===== src/rtl/rtc_bus_arbiter.sv =====
// Round-robin arbiter for the shared RTC register bus: grants one single-register
// read or write at a time and sequences address setup, RD/WR strobe and hold.
module rtc_bus_arbiter #(
   parameter int N             = 3,
   parameter int SETUP_CYCLES  = 2,
   parameter int STROBE_CYCLES = 256,
   parameter int HOLD_CYCLES   = 2
) (
   input  logic           clk,
   input  logic           reset,
   input  logic [N-1:0]   req,
   input  logic [N-1:0]   we,
   input  logic [8*N-1:0] addr,
   input  logic [8*N-1:0] wdata,
   output logic [N-1:0]   grant,
   output logic [N-1:0]   done,
   output logic [7:0]     rdata,
   output logic           busy,
   output logic [7:0]     dir_out,
   output logic [7:0]     data_out,
   output logic           data_oe,
   input  logic [7:0]     data_in,
   output logic           RD,
   output logic           WR,
   output logic [2:0]     state_dbg
);

   localparam int PW = (N > 1) ? $clog2(N) : 1;
   localparam logic [8:0] SETUP_LAST  = 9'(SETUP_CYCLES - 1);
   localparam logic [8:0] STROBE_LAST = 9'(STROBE_CYCLES - 1);
   localparam logic [8:0] HOLD_LAST   = 9'(HOLD_CYCLES - 1);

   typedef enum logic [2:0] {
      S_IDLE   = 3'd0,
      S_SETUP  = 3'd1,
      S_STROBE = 3'd2,
      S_HOLD   = 3'd3,
      S_DONE   = 3'd4
   } state_t;

   state_t          state_q, state_d;
   logic [8:0]      cnt_q, cnt_d;
   logic [PW-1:0]   ptr_q, ptr_d;
   logic [PW-1:0]   win_q, win_d;
   logic            we_q, we_d;
   logic [N-1:0]    grant_q, grant_d;
   logic [7:0]      dir_q, dir_d;
   logic [7:0]      dout_q, dout_d;
   logic            oe_q, oe_d;
   logic [7:0]      rdata_q, rdata_d;

   logic [2*N-1:0]  req_dbl;
   logic [N-1:0]    req_rot;
   logic [PW:0]     win_sum;
   logic [PW-1:0]   win_sel;
   logic            found;
   logic            sel_we;
   logic [7:0]      sel_addr;
   logic [7:0]      sel_wdata;
   logic [N-1:0]    sel_onehot;

   // Rotate requests so bit 0 is the requester at the round-robin pointer.
   always_comb begin
      req_dbl = {req, req};
      req_rot = N'(req_dbl >> ptr_q);
      found   = 1'b0;
      win_sum = '0;
      for (int k = 0; k < N; k++) begin
         if (!found && req_rot[k]) begin
            found   = 1'b1;
            win_sum = {1'b0, ptr_q} + (PW+1)'(k);
         end
      end
      if (win_sum >= (PW+1)'(N)) win_sum = win_sum - (PW+1)'(N);
      win_sel = win_sum[PW-1:0];
   end

   always_comb begin
      sel_we     = 1'b0;
      sel_addr   = '0;
      sel_wdata  = '0;
      sel_onehot = '0;
      for (int k = 0; k < N; k++) begin
         if (win_sel == PW'(k)) begin
            sel_we        = we[k];
            sel_addr      = addr[8*k +: 8];
            sel_wdata     = wdata[8*k +: 8];
            sel_onehot[k] = 1'b1;
         end
      end
   end

   always_comb begin
      state_d = state_q;
      cnt_d   = '0;
      ptr_d   = ptr_q;
      win_d   = win_q;
      we_d    = we_q;
      grant_d = grant_q;
      dir_d   = dir_q;
      dout_d  = dout_q;
      oe_d    = oe_q;
      rdata_d = rdata_q;
      case (state_q)
         S_IDLE: begin
            grant_d = '0;
            if (found) begin
               state_d = S_SETUP;
               win_d   = win_sel;
               we_d    = sel_we;
               grant_d = sel_onehot;
               dir_d   = sel_addr;
               oe_d    = sel_we;
               if (sel_we) dout_d = sel_wdata;
            end
         end
         S_SETUP: begin
            if (cnt_q == SETUP_LAST) state_d = S_STROBE;
            else                     cnt_d   = cnt_q + 9'd1;
         end
         S_STROBE: begin
            if (cnt_q == STROBE_LAST) begin
               state_d = S_HOLD;
               if (!we_q) rdata_d = data_in;
            end else begin
               cnt_d = cnt_q + 9'd1;
            end
         end
         S_HOLD: begin
            if (cnt_q == HOLD_LAST) state_d = S_DONE;
            else                    cnt_d   = cnt_q + 9'd1;
         end
         S_DONE: begin
            state_d = S_IDLE;
            grant_d = '0;
            oe_d    = 1'b0;
            ptr_d   = (win_q == PW'(N-1)) ? '0 : win_q + 1'b1;
         end
         default: state_d = S_IDLE;
      endcase
   end

   always_ff @(posedge clk) begin
      if (reset) begin
         state_q <= S_IDLE;
         cnt_q   <= '0;
         ptr_q   <= '0;
         win_q   <= '0;
         we_q    <= 1'b0;
         grant_q <= '0;
         dir_q   <= '0;
         dout_q  <= '0;
         oe_q    <= 1'b0;
         rdata_q <= '0;
      end else begin
         state_q <= state_d;
         cnt_q   <= cnt_d;
         ptr_q   <= ptr_d;
         win_q   <= win_d;
         we_q    <= we_d;
         grant_q <= grant_d;
         dir_q   <= dir_d;
         dout_q  <= dout_d;
         oe_q    <= oe_d;
         rdata_q <= rdata_d;
      end
   end

   // Strobes decode straight from the state flop so a reset drops them on the same edge.
   always_comb begin
      done = '0;
      for (int k = 0; k < N; k++) begin
         done[k] = (state_q == S_DONE) && (win_q == PW'(k));
      end
   end

   assign grant     = grant_q;
   assign busy      = (state_q != S_IDLE);
   assign RD        = (state_q == S_STROBE) && !we_q;
   assign WR        = (state_q == S_STROBE) && we_q;
   assign dir_out   = dir_q;
   assign data_out  = dout_q;
   assign data_oe   = oe_q;
   assign rdata     = rdata_q;
   assign state_dbg = state_q;

endmodule


===== config.mk =====
export PLATFORM = sky130hd
export DESIGN_NAME = rtc_bus_arbiter
export DESIGN_NICKNAME = d
export VERILOG_FILES = /design/src/rtl/rtc_bus_arbiter.sv
export SDC_FILE = /design/constraint.sdc
export NUM_CORES = 1
export LEC_CHECK = 0
export CAP_MARGIN = 25
export CORE_MARGIN = 5
export CORE_UTILIZATION = 46
export CTS_CLUSTER_DIAMETER = 50
export DETAILED_ROUTE_END_ITERATION = 8
export GPL_TIMING_DRIVEN = 0
export PLACE_DENSITY = 0.85
export REMOVE_ABC_BUFFERS = 1
export SLEW_MARGIN = 20
export SYNTH_ARGS = -nofsm -noshare
export SYNTH_HDL_FRONTEND = slang
export SYNTH_SLANG_ARGS = --single-unit

===== constraint.sdc =====
create_clock -name clk -period 7.9 [get_ports clk]
set_input_delay 1.185 -clock clk [delete_from_list [all_inputs] [get_ports clk]]
set_output_delay 1.185 -clock clk [all_outputs]
set_load 0.005 [all_outputs]

**Yosys cells after proc, flatten, opt, wreduce, memory -nomap -nowiden**

Cells that the tools add are included.

- Output and inout port bits: 37
- Input bits: 64
- Word-level logic and storage cells: 85
- Register bits after elaboration: 45

- Equal/unequal tests: 14
- Bitwise logic cells: 1
- Shift operators: 1
- Multiplexer cells: 32
- Magnitude comparators: 1
- Reduce and logical (&&, ||, !) cells: 21
- $add $sub $neg: 5

Operators by type and width:

| kind | number |
|---|---|
| $mux W8 | 6 |
| $mux W3 | 7 |
| $mux W9 | 2 |
| $pmux W9 S2 | 1 |
| $pmux W3 S4 | 1 |
| $mux W1 | 10 |
| $add A9 B1 Y9 const B | 1 |
| $eq A9 B1 Y1 const B | 1 |
| $eq A9 B8 Y1 const B | 1 |
| $ne A2 B2 Y1 const B | 4 |
| $logic_and A1 B1 Y1 | 7 |
| $eq A3 B2 Y1 const B | 2 |
| $mux W2 | 3 |
| $pmux W3 S2 | 1 |
| $reduce_and A3 Y1 | 2 |
| $shr A6 B2 Y3 | 1 |
| $eq A2 B1 Y1 const B | 2 |
| $eq A2 B2 Y1 const B | 2 |
| $logic_not A2 Y1 | 2 |
| $reduce_and A2 Y1 | 2 |
| $reduce_and A4 Y1 | 1 |
| $add A2 B1 Y3 const B | 1 |
| $add A2 B2 Y3 const B | 1 |
| $eq A3 B1 Y1 const B | 1 |
| other kinds (11) | 13 |

**Depth between registers and ports, before layout**

- Word-level depth: 16
- Depth in mapped cells: 12
- Mapped depth without buffers: 10

**Worst setup path after synthesis**

No wires, ideal clock.

- Path kind: input -> register
- From: in req[2]
- To: reg dout_q[6], in the netlist data_out[6]
- Slack: 3.832 ns
- Path buffers: 2
- Stages: 11
- Arrival time: 3.935 ns
- Library setup time: 0.134 ns
- Data required time: 7.766 ns
- Cell sequence: buf_2 > nor2b_1 > a211oi_1 > or2_2 > inv_1 > ha_1 > a2111oi_4 > mux2i_1 > nor4b_4 > buf_6 > a211oi_1

- Word-level cells in the longest chain between the ends: 15
- Elaborated cells between the ends (all ways): 24
- Those cells by class: add/sub: 1; order compare: 1; eq/ne: 2; shift: 1; mux: 13; reduce/logical: 6

Ends and longest elaborated chain:

| what | RTL line | RTL |
|---|---|---|
| start: declaration | 11 | `input logic [N-1:0] req,` |
| $shr A6 B2 Y3 * | 65 | `req_rot = N'(req_dbl >> ptr_q);` |
| $mux W1 | 69 | `if (!found && req_rot[k]) begin` |
| $logic_not A1 Y1 | 69 |  |
| $logic_and A1 B1 Y1 | 69 |  |
| $mux W1 | 69 |  |
| $logic_not A1 Y1 | 69 |  |
| $logic_and A1 B1 Y1 | 69 |  |
| $mux W3 | 69 |  |
| $ge A3 B2 Y1 or $sub A2 B2 Y2 (tied branches) | 74 | `if (win_sum >= (PW+1)'(N)) win_sum = win_sum - (PW+1)'(N);` |
| $mux W2 | 74 |  |
| $logic_not A2 Y1 | 84 | `if (win_sel == PW'(k)) begin` |
| $mux W1 (3 in series) | 84 |  |
| $reduce_and A3 Y1 (no source line) | -- |  |
| end signal: assignment | 163 | `dout_q <= dout_d;` |
| end: declaration | 48 | `logic [7:0] dout_q, dout_d;` |

Every way passes the cells marked *; elsewhere a longest branch is shown, timed or not.
A chain may end at the register's enable or synchronous reset.

**Worst setup path in the final report**

- From: in req[1]
- To: reg dout_q[0], in the netlist data_out[0]

Same word-level chain as after synthesis.

==> metrics.md <==
| Metric | Value |
|---|---|
| H-tree Lvls | 2 |
| Synth unique cells | 52 |
| Final Setup Violations | 0 |
| Core region area | 5140 µm² |
| CTS Hold Bufs | 0 |
| Crit end category | flop |
| Die area | 6880 µm² |
| Layout cells sized above 1 | 0.0545 |
| Clk root buf | clkbuf_8 |
| Synthesized area | 2450 µm² |
| Vias in the first global route | 2381 |
| WP data arrival | 5.31 ns |
| Synth area leader | dfxtp_1 |
| Post-synth top area share | 0.368 |
| Worst EP required | 8.11 ns |
| Clk buf depth | 2 |
| Die height | 83.0 µm |
| Power per cell area | ~180 nW/µm² |
| Number of CTS-inserted buffers | 5 |
| Clk_lat worst skew | 0.30 ns |
| Router iterations before antenna repair | 5 |
| Post-synth EDFFs | 0 |
| Startpoint Class | input port |
| Detailed router's first-iteration violation count | about 150 |
| Tmin final | 5.10 ns |
| Setup tns final | 0 ns |
| Post-Syn Instances | between 200 and 300 |
| Post-placement cell count | 447 |
| Worst-Margin Slew | approximately 0.9 ns |
| Grt ovf | 0 |
| Final GP Congestion | 0.783 |
| Initial Util | 0.477 |
| Post CTS Setup Buffer Count | 0 |
| Area Overhead vs Synth | 45.0% |
| WL/cell | 14.9 µm |
| Post-DP HPWL | 5120 µm |
| Slew Limit Fails | 0 |
| Via count | 2502 |
| Synth Flop Type | dfxtp_1 |
| DR vias/cell | 5.50 |
| Worst Clk Skew | ~0.0086 ns |
| IO Count | between 100 and 150 |
| Status | finished, final reports clean |
| CTS sink count | 45 |
| Global-route wire length before repair | 11300 µm |
| Layout Cells excl Fill | 455 |
| Ant diodes | 0 |
| Peak VDD IR | around 0.1 mV |
| RSZ-0062 raised after global routing | false |
| Clock tree from TritonCTS | yes |
| CP Class | in -> reg |
| Mapped Avg Cell Area | 8.36 µm² |
| Clock transition at path regs | 0.09 ns |
| Post-synthesis sequential area ratio | 0.368 |
| Antenna-violating nets left | 0 |
| Top cells by area, synth | dfxtp_1 37%, nor2_1 6.1%, nand2_1 4.6%, mux2i_1 4.1%, a21oi_1 3.9% |
| Highest Clock Rate | between 0.15 and 0.2 GHz |
| Leakage | 1.31 nW |
| Fill cell count | 420 |
| Crit path max fanout | 18 |
| # DRC | 0 |
| Final setup margin | 2.80 ns |
| # port buffers | 100 |
| Most frequent cell after synthesis | dfxtp_1 |
| Final Hold Fails | 0 |
| Post-synth ARST share | 0 |
| GRT Util Overall | 0.194 |
| Final worst path period share | 0.646 |
| Post-CTS resize count | 0 |
| Pre-CTS WS | 2.54 ns |
| Antenna violations before repair | 0 |
| YS warnings | 0 |
| Nets@finish | 454 |
| Max cap viols | 0 |
| Hold crit path type | reg -> reg |
| Pin count of the biggest net entering global routing | 38 |
| Slew headroom | 0.405 |
| Yosys reg bits | 45 |
| Total wire length | 6770 µm |
| Core Rows | 26 |
| Top post-synthesis cells by count | 45 x dfxtp_1, 40 x nor2_1, 30 x nand2_1, 19 x a21oi_1, 12 x nand3_1 |
| Die W | 83.0 µm |
## cell type report
type,count,area [µm²],share of cell area
sequential,45,901,0.254
clock inverter,3,21.3,0.00599
timing repair buffer,100,996,0.280
multi-input combinational,222,1440,0.405
clock buffer,5,68.8,0.0194
inverter,10,37.5,0.0106
tap,70,87.6,0.0247
## report_power, final
group | leakage, nW | internal [mW] | switching, mW
combinational | 0.896 | 0.121 | 0.102
clock | 0.0445 | 0.0628 | 0.0813
sequential | 0.368 | 0.254 | 0.0200
total | 1.31 | 0.438 | 0.203
## cells in the final DEF (no fill, tap or decap), types with 2 or more instances in the layout
| cell type | Yosys | layout |
|---|---|---|
| a311oi_1 | 9 | 9 |
| nand3b_1 | 3 | 3 |
| nor2b_1 | 4 | 4 |
| clkdlybuf4s50_1 | 0 | 99 |
| or2_2 | 3 | 3 |
| nand3_1 | 12 | 12 |
| dfxtp_1 | 45 | 45 |
| a211oi_1 | 11 | 11 |
| inv_1 | 10 | 10 |
| xnor2_1 | 3 | 3 |
| nor2_1 | 40 | 39 |
| a22oi_1 | 11 | 11 |
| nor3_1 | 6 | 6 |
| mux2i_1 | 10 | 10 |
| ha_1 | 6 | 6 |
| o21ai_0 | 4 | 4 |
| a21oi_1 | 19 | 19 |
| xor2_1 | 3 | 3 |
| a2bb2oi_1 | 8 | 8 |
| nor4bb_1 | 3 | 3 |
| and3_1 | 2 | 2 |
| o21ai_1 | 2 | 2 |
| nor3b_1 | 4 | 4 |
| nand2_1 | 30 | 30 |
| or3_1 | 3 | 3 |
| clkbuf_8 | 0 | 5 |
| nor4b_1 | 2 | 2 |
## cell families after synthesis
family,after synthesis,share of synthesized area
XOR/XNOR,6,0.0215
multiplexers,11,0.0455
buffers and inverters,26,0.0455
flip-flops,45,0.368
adder cells (fa/ha/maj),6,0.0306
AND/OR/NAND/NOR,122,0.255
AO/OA/AOI/OAI,77,0.234
## flip-flops by register name (all words and copies together), names as in the netlist
name       flops
dir_out        8
cnt_q          9
state_dbg      3
grant          3
we_q           1
data_out       8
ptr_q          2
rdata          8
win_q          2
data_oe        1
## routing by layer
metal	part of all wire	track usage	vias up
met5	0	0	-
met4	0.018	0.0624	0
met3	0.053	0.0416	11
met2	0.50	0.345	86
met1	0.43	0.230	1150
li1	-	-	1255
## worst paths after layout
kind | end | slack (ns) | start | cells after the start
worst min register to register | rdata[7]$_SDFFE_PP0P_ | 0.46 | rdata[7]$_SDFFE_PP0P_ | 2
worst min-delay path | rdata[7]$_SDFFE_PP0P_ | 0.46 | rdata[7]$_SDFFE_PP0P_ | 2
worst max register to register | data_out[0]$_SDFFE_PP0P_ | 3.89 | ptr_q[1]$_SDFFE_PP0P_ | 10
worst max-delay path | data_out[0]$_SDFFE_PP0P_ | 2.80 | req[1] | 11
## critical path: stages
cell,delay (ns)
clkdlybuf4s50_1,0.73
nor2b_1,0.12
a211oi_1,0.65
or2_2,0.27
inv_1,0.10
ha_1,0.26
o32ai_1,0.58
o21ai_1,0.22
nor4b_4,0.84
nor2_1,0.09
a211oi_1,0.26
## metrics by stage
step           instance area [µm²]  total power [mW]  hold WS, ns  utilization
2_1_floorplan                 2380             0.386        0.441            -
3_3_place_gp                  3460             0.498        0.441        0.674
3_5_place_dp                  3460             0.503        0.448        0.674
4_1_cts                       3550             0.644        0.461        0.691
5_1_grt                       3550             0.681        0.485        0.691
6_report                      3550             0.642        0.460        0.691
Note: power is estimated with default switching activity, not from simulation.
